**config.mk**
```make
export PLATFORM = sky130hd
export DESIGN_NAME = accum_rd_seq
export DESIGN_NICKNAME = d
export VERILOG_FILES = /design/src/rtl/accum_pkg.sv /design/src/rtl/accum_rd_skew.sv /design/src/rtl/accum_rd_seq.sv
export SDC_FILE = /design/constraint.sdc
export NUM_CORES = 1
export LEC_CHECK = 0
export ABC_AREA = 1
export CORE_MARGIN = 8
export CORE_UTILIZATION = 44
export DETAILED_ROUTE_END_ITERATION = 10
export PLACE_DENSITY = 0.82
export SLEW_MARGIN = 20
export SYNTH_ARGS = -nofsm -noshare
export SYNTH_HDL_FRONTEND = slang
export SYNTH_SLANG_ARGS = --single-unit
export TNS_END_PERCENT = 100
```
**constraint.sdc**
```tcl
create_clock -name clk -period 6.4 [get_ports clk]
set_input_delay 0.96 -clock clk [delete_from_list [all_inputs] [get_ports clk]]
set_output_delay 0.96 -clock clk [all_outputs]
set_load 0.1 [all_outputs]
```
**src/rtl/accum_pkg.sv**
```systemverilog
// Shared constants and state type for the accumulator-table read sequencer.
package accum_pkg;
    localparam int MAX_OUT_ROWS   = 128;
    localparam int MAX_OUT_COLS   = 128;
    localparam int SYS_ARR_ROWS   = 16;
    localparam int SYS_ARR_COLS   = 16;
    localparam int NUM_SUBMATS_M  = MAX_OUT_ROWS / SYS_ARR_ROWS;
    localparam int NUM_SUBMATS_N  = MAX_OUT_COLS / SYS_ARR_COLS;
    localparam int NUM_ACCUM_ROWS = NUM_SUBMATS_M * NUM_SUBMATS_N * SYS_ARR_ROWS;
    localparam int SUB_ROW_W      = $clog2(SYS_ARR_ROWS);
    localparam int SUBMAT_M_W     = $clog2(NUM_SUBMATS_M);
    localparam int SUBMAT_N_W     = $clog2(NUM_SUBMATS_N);

    typedef enum logic [1:0] {
        IDLE  = 2'd0,
        RUN   = 2'd1,
        DRAIN = 2'd2
    } seq_state_t;
endpackage

```
**src/rtl/accum_rd_skew.sv**
```systemverilog
// Diagonal skew line: lane c carries the lane-0 tuple delayed by c cycles.
module accum_rd_skew #(
    parameter int LANES = 16,
    parameter int RW    = 4,
    parameter int MW    = 3,
    parameter int NW    = 3
) (
    input  logic                       clk,
    input  logic                       reset,
    input  logic                       flush,
    input  logic                       in_v,
    input  logic [RW-1:0]              in_r,
    input  logic [MW-1:0]              in_m,
    input  logic [NW-1:0]              in_n,
    output logic [LANES-1:0]           out_v,
    output logic [LANES-1:0][RW-1:0]   out_r,
    output logic [LANES-1:0][MW-1:0]   out_m,
    output logic [LANES-1:0][NW-1:0]   out_n
);
    // Index i of these registers holds lane i+1.
    logic [LANES-2:0]           v_q;
    logic [LANES-2:0][RW-1:0]   r_q;
    logic [LANES-2:0][MW-1:0]   m_q;
    logic [LANES-2:0][NW-1:0]   n_q;

    always_ff @(posedge clk or posedge reset) begin
        if (reset) begin
            v_q <= '0;
            r_q <= '0;
            m_q <= '0;
            n_q <= '0;
        end else if (flush) begin
            v_q <= '0;
            r_q <= '0;
            m_q <= '0;
            n_q <= '0;
        end else begin
            for (int c = LANES - 2; c > 0; c--) begin
                v_q[c] <= v_q[c-1];
                r_q[c] <= r_q[c-1];
                m_q[c] <= m_q[c-1];
                n_q[c] <= n_q[c-1];
            end
            v_q[0] <= in_v;
            r_q[0] <= in_r;
            m_q[0] <= in_m;
            n_q[0] <= in_n;
        end
    end

    assign out_v = {v_q, in_v};
    assign out_r = {r_q, in_r};
    assign out_m = {m_q, in_m};
    assign out_n = {n_q, in_n};
endmodule

```
**src/rtl/accum_rd_seq.sv**
```systemverilog
// Sweeps every (sub-matrix, sub-row) on start and feeds skewed per-lane
// read tuples to the accumulator-table read address control.
module accum_rd_seq #(
    parameter  int MAX_OUT_ROWS = 128,
    parameter  int MAX_OUT_COLS = 128,
    parameter  int SYS_ARR_ROWS = 16,
    parameter  int SYS_ARR_COLS = 16,
    localparam int NSM = MAX_OUT_ROWS / SYS_ARR_ROWS,
    localparam int NSN = MAX_OUT_COLS / SYS_ARR_COLS,
    localparam int RW  = $clog2(SYS_ARR_ROWS),
    localparam int MW  = $clog2(NSM),
    localparam int NW  = $clog2(NSN),
    localparam int CMW = MW + 1,
    localparam int CNW = NW + 1
) (
    input  logic                         clk,
    input  logic                         reset,
    input  logic                         start,
    input  logic                         abort,
    input  logic [CMW-1:0]               num_submat_m,
    input  logic [CNW-1:0]               num_submat_n,
    output logic [RW*SYS_ARR_COLS-1:0]   sub_rows,
    output logic [MW*SYS_ARR_COLS-1:0]   submats_m,
    output logic [NW*SYS_ARR_COLS-1:0]   submats_n,
    output logic [SYS_ARR_COLS-1:0]      rd_valid,
    output logic                         busy,
    output logic                         done
);
    import accum_pkg::*;

    localparam int DW = (SYS_ARR_COLS > 2) ? $clog2(SYS_ARR_COLS) : 1;

    seq_state_t     state_q, state_d;
    logic [CMW-1:0] num_m_q, num_m_d, num_m_sat;
    logic [CNW-1:0] num_n_q, num_n_d, num_n_sat;
    logic           v_q, v_d;
    logic [RW-1:0]  r_q, r_d;
    logic [MW-1:0]  m_q, m_d;
    logic [NW-1:0]  n_q, n_d;
    logic [DW-1:0]  dcnt_q, dcnt_d;
    logic           busy_d, done_d, flush, last;

    assign num_m_sat = (num_submat_m > CMW'(NSM)) ? CMW'(NSM) : num_submat_m;
    assign num_n_sat = (num_submat_n > CNW'(NSN)) ? CNW'(NSN) : num_submat_n;

    assign last = (r_q == RW'(SYS_ARR_ROWS - 1)) &&
                  (n_q == NW'(num_n_q - 1'b1)) &&
                  (m_q == MW'(num_m_q - 1'b1));

    always_comb begin
        state_d = state_q;
        num_m_d = num_m_q;
        num_n_d = num_n_q;
        v_d     = v_q;
        r_d     = r_q;
        m_d     = m_q;
        n_d     = n_q;
        dcnt_d  = dcnt_q;
        done_d  = 1'b0;
        flush   = 1'b0;
        case (state_q)
            IDLE: begin
                if (start) begin
                    num_m_d = num_m_sat;
                    num_n_d = num_n_sat;
                    // An empty sweep finishes at once without ever going busy.
                    if (num_m_sat == '0 || num_n_sat == '0) begin
                        done_d = 1'b1;
                    end else begin
                        state_d = RUN;
                        v_d     = 1'b1;
                        r_d     = '0;
                        m_d     = '0;
                        n_d     = '0;
                    end
                end
            end
            RUN: begin
                if (abort || last) begin
                    v_d   = 1'b0;
                    r_d   = '0;
                    m_d   = '0;
                    n_d   = '0;
                    flush = abort;
                    if (abort) begin
                        state_d = IDLE;
                    end else if (SYS_ARR_COLS == 1) begin
                        state_d = IDLE;
                        done_d  = 1'b1;
                    end else begin
                        state_d = DRAIN;
                        dcnt_d  = '0;
                    end
                end else if (r_q == RW'(SYS_ARR_ROWS - 1)) begin
                    r_d = '0;
                    if (n_q == NW'(num_n_q - 1'b1)) begin
                        n_d = '0;
                        m_d = m_q + 1'b1;
                    end else begin
                        n_d = n_q + 1'b1;
                    end
                end else begin
                    r_d = r_q + 1'b1;
                end
            end
            DRAIN: begin
                // Wait for the last lane to emit its final tuple.
                if (abort) begin
                    state_d = IDLE;
                    flush   = 1'b1;
                end else if (dcnt_q == DW'(SYS_ARR_COLS - 2)) begin
                    state_d = IDLE;
                    done_d  = 1'b1;
                end else begin
                    dcnt_d = dcnt_q + 1'b1;
                end
            end
            default: state_d = IDLE;
        endcase
        busy_d = (state_d != IDLE);
    end

    always_ff @(posedge clk or posedge reset) begin
        if (reset) begin
            state_q <= IDLE;
            num_m_q <= '0;
            num_n_q <= '0;
            v_q     <= 1'b0;
            r_q     <= '0;
            m_q     <= '0;
            n_q     <= '0;
            dcnt_q  <= '0;
            busy    <= 1'b0;
            done    <= 1'b0;
        end else begin
            state_q <= state_d;
            num_m_q <= num_m_d;
            num_n_q <= num_n_d;
            v_q     <= v_d;
            r_q     <= r_d;
            m_q     <= m_d;
            n_q     <= n_d;
            dcnt_q  <= dcnt_d;
            busy    <= busy_d;
            done    <= done_d;
        end
    end

    accum_rd_skew #(
        .LANES (SYS_ARR_COLS),
        .RW    (RW),
        .MW    (MW),
        .NW    (NW)
    ) u_skew (
        .clk   (clk),
        .reset (reset),
        .flush (flush),
        .in_v  (v_q),
        .in_r  (r_q),
        .in_m  (m_q),
        .in_n  (n_q),
        .out_v (rd_valid),
        .out_r (sub_rows),
        .out_m (submats_m),
        .out_n (submats_n)
    );
endmodule

```
Word-level counts from Yosys, hierarchy flattened. Index checks and enable logic that the tools add are counted.

Memory bits (writable): 0. Latch bits: 0. Output and inout port bits: 178. Flip-flop bits (word level): 190. Memories: 0. Bits of input ports: 12. Word-level logic and storage cells: 139. Bits in read-only memories: 0.

Magnitude comparators: 2. $mul: 0. Shifts and indexed selects: 0. Muxes and demuxes: 45. Bitwise gates (word level): 0. Add/subtract/negate cells: 6. Reductions and logical operators: 16. Divide/modulo/power cells: 0. Equality and inequality tests: 14.

Operator list (number): $mux 45 (2); $mux 60 (1); $mux 4 (10); $mux 3 (8); $pmux 4 s2 (2); $mux 15 (1); $mux 2 (6); $ne 2x2->1 const B (6); $pmux 3 s2 (2); $reduce_and 5->1 (2); $mux 1 (9); $add 4x1->4 const B (2); $eq 4x4->1 const B (2); $gt 4x4->1 const B (2); $logic_not 4->1 (2); $reduce_and 4->1 (2); $add 3x1->3 const B (2); $eq 3x3->1 (2); $ne 3x3->1 const B (2); $pmux 1 s2 (3); $pmux 2 s3 (1); $reduce_bool 2->1 (3); $sub 3x1->3 const B (2); $reduce_and 3->1 (1); other kinds (6) (8).

Depth between registers and ports, before layout. Gate-level depths: netlist of the first run.

Depth in word-level cells: 8. Gate-level depth with buffers: 13. Depth with buffers taken out: 13.

By module. Synthesis of the first run repeated with hierarchy kept, for this count alone.

Cells, all modules: 726. Area total of the unflattened synthesis: 7218.2 µm².

By module, submodules not included: accum_rd_skew (instances 1, area each 5646.7 µm², sequential area each 4129.0 µm², cells an instance 525); accum_rd_seq (instances 1, area each 1571.5 µm², sequential area each 625.6 µm², cells an instance 201).

Least setup slack after synthesis of the first run. No wires, ideal clock.

Path type: reg-to-reg. From: register r_q[1]. To: register dcnt_q[0]. Arrival time: 2007 ps. Buffers on the path: 0. Library setup time: 117 ps. Required time: 6283 ps. Cell stages (with the launch flop): 11. Clock period less this slack: 2123 ps. Path slack: 4277 ps. Cells stage by stage: dfrtp_1 > ha_1 > nand3_2 > clkinv_2 > nand3_2 > nor2_1 > nand2_1 > nand2_4 > nand2_4 > nand2_1 > nand2_1.

Cells in the longest elaborated chain, start to end: 6.

Ends and longest elaborated chain: start: declaration (RTL line accum_rd_seq.sv:37) `logic [RW-1:0] r_q, r_d;`; start signal: assignment (RTL line accum_rd_seq.sv:140) `r_q <= r_d;`; $eq 4x4->1 (RTL line accum_rd_seq.sv:46) `assign last = (r_q == RW'(SYS_ARR_ROWS - 1)) &&`; $logic_and 1x1->1 (RTL line accum_rd_seq.sv:46); $logic_and 1x1->1 (RTL line accum_rd_seq.sv:47) `(n_q == NW'(num_n_q - 1'b1)) &&`; $logic_or 1x1->1 (RTL line accum_rd_seq.sv:79) `if (abort || last) begin`; $ne 2x2->1 (no line); $reduce_and 5->1 (no line); end signal: assignment (RTL line accum_rd_seq.sv:143) `dcnt_q <= dcnt_d;`; end: declaration (RTL line accum_rd_seq.sv:40) `logic [DW-1:0] dcnt_q, dcnt_d;`.

Every way passes these cells. A chain may end at the register's enable or synchronous reset.

Final worst setup path of the first run.
From: register r_q[2]. To: output sub_rows[2].

RTL lines: end: declaration (RTL line accum_rd_seq.sv:22) `output logic [RW*SYS_ARR_COLS-1:0] sub_rows,`.

No word-level cell between the ends.

==> results.sh, run 1 <==
export IMPL_synth_adder_area_share_pct=1.92
export IMPL_clkLatencyLatePin_ns=0.41
export IMPL_critPathRequiredTime_ns=5.44
export IMPL_die_w_um=144
export IMPL_num_vias=5045
export IMPL_final_common_cell="dfrtp_1"
export IMPL_synth_compound_area_share_pct=1.22
export IMPL_cts_sinks=190
export IMPL_slew_limit_headroom_pct=28.8
export IMPL_clkTransAtPathRegs_ns=0.06
export IMPL_route_met2_wl_um=7930
export IMPL_fin_crit_ns=3.06
export IMPL_grt_util_all_layers_pct=16.1
export IMPL_initial_core_util_pct=45.1
export IMPL_place_hpwl_um=11900
export IMPL_cts_repair_resized=0
export IMPL_cp_top_family="buffers and inverters"
export IMPL_fill_cells=1283
export IMPL_clockBufferDepth=2
export IMPL_cts_buffers=17
export IMPL_startpoint_type="flop"
export IMPL_yosysWarnings=0
export IMPL_hold_start="u_skew.out_r[42]"
export IMPL_holdPathEnd="u_skew.out_r[46]"
export IMPL_setup_viol=0
export IMPL_status="complete, no violations"
export IMPL_wl_met1_um=6740
export IMPL_place_gp_congestion=0.848
export IMPL_async_reset_ff_share_pct=100
export IMPL_hold_violations=0
export IMPL_cts_setup_buffers=0
export IMPL_yosys_area_share_xor_xnor_pct=0.489
export IMPL_layout_common_cells="dfrtp_1 (190), clkdlybuf4s50_1 (189), inv_1 (188)"
export IMPL_ys_flop_type="dfrtp_1"
export IMPL_worstSetupEndpointType="output pin"
export IMPL_reg2reg_depth=6
export IMPL_cp_num_buf_inv=1
export IMPL_p_total_mw=5.21
export IMPL_dpl_cell_area_sq_mm=0.00926
export IMPL_critPathArrivalTime_ns=2.10
export IMPL_slowest_delay_ns=1.19
export IMPL_setup_tns_final_ns=0
export IMPL_yosys_register_bits=190
export IMPL_wl_um=16100
export IMPL_drt_iter0_markers=245
export IMPL_route_detailed_drc=0
export IMPL_reg2reg_to="u_skew.out_r[41]"
export IMPL_die_area_sq_mm=0.0206
export IMPL_fmax_mhz=327
export IMPL_cts_hold_buf=0
export IMPL_routed_top_layer="met4"
export IMPL_stdcell_area_sq_mm=0.00987
export IMPL_worstSetupStartpoint="r_q[2]"
export IMPL_p_leak_nw=4.74
export IMPL_layout_drive_gt1_share_pct=6.89
export IMPL_ys_seq_area_share_pct=66.4
export IMPL_synth_area_sq_mm=0.00716
export IMPL_grt_pass1_vias=5040
export IMPL_routed_via_density=4.35
export IMPL_synth_simple_area_share_pct=18.3
export IMPL_portBuffers=189
export IMPL_ys_types=30
export IMPL_dr_wl_met3_um=1340
export IMPL_crit_chain="clkdlybuf4s50_1"
export IMPL_cts_tree="yes"
export IMPL_synthMuxAreaShare_pct=0
export IMPL_io_pins=190
export IMPL_dieHeight_um=144
export IMPL_clock_skew_ns=0.00514
export IMPL_min_delay_path_class="reg2reg"
export IMPL_cts_htree_levels=4
export IMPL_layout_nets=953
export IMPL_grt_max_degree=131
export IMPL_slew_viol_final=0
export IMPL_synth_cells=739
export IMPL_path_class="reg2out"
export IMPL_p_per_area_mw_per_mm2=527
export IMPL_firstDrtPassIters=4
export IMPL_rsz0062_at_grt="no"
export IMPL_maxCapViolations=0
export IMPL_r2r_setup_slack_ns=4.09
export IMPL_ant_nets=0
export IMPL_cp_max_fo=6
export IMPL_coreArea_sq_mm=0.0159
export IMPL_synth_nets=762
export IMPL_hold_depth=2
export IMPL_grt_overflow_total=0
export IMPL_diodes=0
export IMPL_avgSynthCellArea_sq_um=9.69
export IMPL_fin_crit_sh_pct=47.8
export IMPL_rows=46
export IMPL_synth_edf_count=0
export IMPL_root_buffer="clkbuf_16"
export IMPL_synth_top_family_by_area="simple AND/OR/NAND/NOR gates"
export IMPL_ir_drop_mv=0.568
export IMPL_slowest_stage="clkdlybuf4s50_1"
export IMPL_grt_pass1_wl_um=25700
export IMPL_area_growth_pct=37.9
export IMPL_rr_startpoint="state_q[1]"
export IMPL_worst_pin_slew_ns=1.07
export IMPL_wl_per_cell_um=13.9
export IMPL_grt_antenna_before_repair=0
[where the power goes]
| part | switching [mW] | internal [mW] |
|---|---|---|
| clock | 0.434 | 0.655 |
| sequential | 0.131 | 1.42 |
| combinational | 2.04 | 0.526 |
| total | 2.60 | 2.60 |
[layout make-up]
class | count | area [sq um] | area share, %
Inverter | 194 | 739 | 7.49
Clock inverter | 14 | 189 | 1.91
Sequential cell | 190 | 4750 | 48.2
Tap cell | 216 | 270 | 2.74
Clock buffer | 18 | 429 | 4.35
Timing Repair Buffer | 192 | 1910 | 19.4
Multi-Input combinational cell | 335 | 1580 | 16.0
[sequential cells by signal, summed over array words and instances, names as in the netlist]
register	cells
state_q	2
r_q	4
n_q	3
u_skew.out_n	45
v_q	1
u_skew.v_q	15
m_q	3
num_m_q	3
done	1
dcnt_q	4
u_skew.out_r	60
u_skew.out_m	45
busy	1
num_n_q	3
[layer usage]
metal	global-route usage, %	vias to the layer above
met5	0	-
met4	4.21	0
met3	5.41	12
met2	28.0	162
met1	18.7	2384
li1	-	2487
[logic make-up after synthesis]
kind of cell / count (synthesis)
adder cells (fa/ha/maj): 11
XOR/XNOR: 4
AND/OR/NAND/NOR: 305
AO/OA/AOI/OAI: 15
flip-flops: 190
buffers and inverters: 214
[worst max path at each step]
stage,cells past startpoint,slack [ns],endpoint
final,1,3.34,sub_rows[2]
after global routing,1,3.27,sub_rows[2]
after CTS,1,3.32,sub_rows[2]
after detailed placement,5,3.24,u_skew.out_r[41]
after global placement,5,3.32,u_skew.out_m[3]
after floorplan,1,0.27,busy
[cell usage after synthesis, types with 2 or more instances]
cell type  number  area share, %
o21ai_0        10           0.70
inv_2           3           0.16
inv_1         189            9.9
nand3_1        28            2.0
nand2_1        69            3.6
nor2_2          4           0.35
nand3_2         2           0.28
xor2_1          3           0.37
nand2_4         4           0.63
nand2_2         7           0.61
dfrtp_1       190             66
ha_1           11            1.9
nor2_1        184            9.6
buf_2          18            1.3
nand4_1         2           0.17
[stage by stage]
stage	hold slack [ns]	std cells	util, %	setup slack [ns]
after floorplan	0.463	739	-	0.270
after global placement	0.473	1127	58.3	3.32
after detailed placement	0.478	1127	58.3	3.24
after CTS	0.487	1159	62.2	3.32
after global routing	0.500	1159	62.2	3.27
final	0.486	1159	62.2	3.34
No activity file was read; power rests on OpenSTA's default activity.
==> run 2, diff against run 1 <==
Settings changed: CORE_UTILIZATION 44 to 48, PLACE_DENSITY 0.82 to 0.85.
Clock period 6.4 ns to 3 ns, I/O delays scaled along.
==> run 2 against run 1 <==
Against the previous run: die area is 7.4% lower; sequential power is 120% higher; flip-flop and latch count stayed put; global-route usage is 1.3 points higher; setup slack worse by 2.2 ns; worst hold slack worse by 0.0043 ns; critical path depth is 5 higher; final area is 3.9% lower; sequential share of layout area is 1.9 points higher; via count is 1.2% higher; critical path type is now reg2reg; largest cell class unchanged; largest power group unchanged.
==> results.sh, run 2 (synthesis gave the netlist of run 1 again) <==
export IMPL_ant_nets=0
export IMPL_clkLatencyLatePin_ns=0.42
export IMPL_num_vias=5104
export IMPL_setup_ws_ns=1.15
export IMPL_fmax_mhz=539
export IMPL_rsz0062_at_grt="no"
export IMPL_path_class="reg2reg"
export IMPL_routed_via_density=4.51
export IMPL_coreArea_sq_mm=0.0145
export IMPL_seqCellArea_sq_mm=0.00475
export IMPL_place_gp_congestion=0.825
export IMPL_ir_drop_mv=1.11
export IMPL_grt_overflow_total=0
export IMPL_largest_register_ffs=60
export IMPL_dr_wl_met3_um=1100
export IMPL_route_detailed_drc=0
export IMPL_dieHeight_um=138
export IMPL_dpl_cell_area_sq_mm=0.00885
export IMPL_firstDrtPassIters=4
export IMPL_die_area_sq_mm=0.0191
export IMPL_worstSetupEndpointType="flop"
export IMPL_layout_common_cells="dfrtp_1 (190), inv_1 (188), nor2_1 (183)"
export IMPL_min_delay_path_class="in2async"
export IMPL_grt_antenna_before_repair=0
export IMPL_diodes=0
export IMPL_layout_nets=957
export IMPL_root_buffer="clkbuf_16"
export IMPL_routed_top_layer="met4"
export IMPL_wl_met1_um=6750
export IMPL_grt_pass1_vias=5276
export IMPL_status="complete, no violations"
export IMPL_slowest_stage="buf_4"
export IMPL_cts_setup_buffers=0
export IMPL_cp_max_fo=62
export IMPL_multiInputGateArea_sq_mm=0.00158
export IMPL_rows=44
export IMPL_fill_cells=1147
export IMPL_slew_viol_final=0
export IMPL_io_pins=190
export IMPL_slew_limit_headroom_pct=54.7
export IMPL_p_per_area_mw_per_mm2=1170
export IMPL_maxCapViolations=0
export IMPL_clkTransAtPathRegs_ns=0.07
export IMPL_final_util_pct=65.3
export IMPL_setup_tns_final_ns=0
export IMPL_final_common_cell="dfrtp_1"
export IMPL_layout_drive_gt1_share_pct=26.1
export IMPL_grt_max_degree=104
export IMPL_initial_core_util_pct=49.3
export IMPL_wl_per_cell_um=14.3
export IMPL_startpoint_type="flop"
export IMPL_cts_tree="yes"
export IMPL_wl_um=16100
export IMPL_area_growth_pct=32.6
export IMPL_stdcell_area_sq_mm=0.00949
export IMPL_setup_viol=0
export IMPL_critPathArrivalTime_ns=2.13
export IMPL_p_leak_nw=5.11
export IMPL_cp_top_family="buffers and inverters"
export IMPL_die_w_um=138
export IMPL_cts_hold_buf=0
export IMPL_fin_crit_ns=1.85
export IMPL_cts_htree_levels=4
export IMPL_p_total_mw=11.1
export IMPL_route_met2_wl_um=7970
export IMPL_cts_sinks=190
export IMPL_grt_pass1_wl_um=27100
export IMPL_critPathRequiredTime_ns=3.28
export IMPL_grt_util_all_layers_pct=17.4
export IMPL_cts_buffers=17
export IMPL_cts_repair_resized=0
export IMPL_worst_pin_slew_ns=0.678
export IMPL_crit_chain="inv_1 -> ha_1 -> nand2_1 -> nor2_4 -> buf_4 -> nor2_1"
export IMPL_clockBufferDepth=2
export IMPL_cp_num_buf_inv=2
export IMPL_place_hpwl_um=11900
export IMPL_clock_skew_ns=0.00838
export IMPL_drt_iter0_markers=360
export IMPL_slowest_delay_ns=0.52
export IMPL_hold_violations=0
export IMPL_fin_crit_sh_pct=61.8
export IMPL_place_ws_ns=0.863
export IMPL_portBuffers=189
-- run 2: cell count changes in the layout (fill, tap and decap cells not counted), sizes merged --
cell / delta
clkinvlp: +3
clkdlybuf4s50: -178
clkinv: -6
clkbuf: +1
buf: +182
inv: +2
-- run 2: area by class of cell --
class,count,area share [%]
multi-input combinational,335,16.6
timing repair buffer,196,16.3
clock buffer,19,4.67
tap,184,2.43
sequential,190,50.1
inverter,194,7.75
clock inverter,13,2.12
-- run 2: power breakdown --
group / switching, mW / internal, mW / total (mW)
Combinational: 4.34 / 0.978 / 5.32
Sequential: 0.303 / 3.04 / 3.34
Clock: 0.978 / 1.44 / 2.42
-- run 2: per-layer routing --
metal  track usage (%)  up-vias
met2              29.0      151
met3              6.37       26
met4              6.06        0
li1                  -     2497
met5                 0        -
met1              20.4     2430
-- run 2: path summary, 6_finish.rpt --
check                            startpoint          endpoint  slack [ns]  depth (start not counted)
max                              state_q[1]  u_skew.out_r[63]        1.15                          6
min reg2reg                u_skew.out_n[21]  u_skew.out_n[24]        0.49                          2
min                                   reset  u_skew.out_n[26]        0.48                          2
max in group asynchronous             reset    u_skew.v_q[14]        1.83                          3
min in group clk           u_skew.out_n[21]  u_skew.out_n[24]        0.49                          2
max reg2reg                      state_q[1]  u_skew.out_r[63]        1.15                          6
-- run 2: metrics by stage --
stage          hold WS, ns  std cells
2_1_floorplan        0.463        739
3_5_place_dp         0.481       1099
5_1_grt              0.507       1131
4_1_cts              0.486       1131
3_3_place_gp         0.476       1099
6_report             0.481       1131
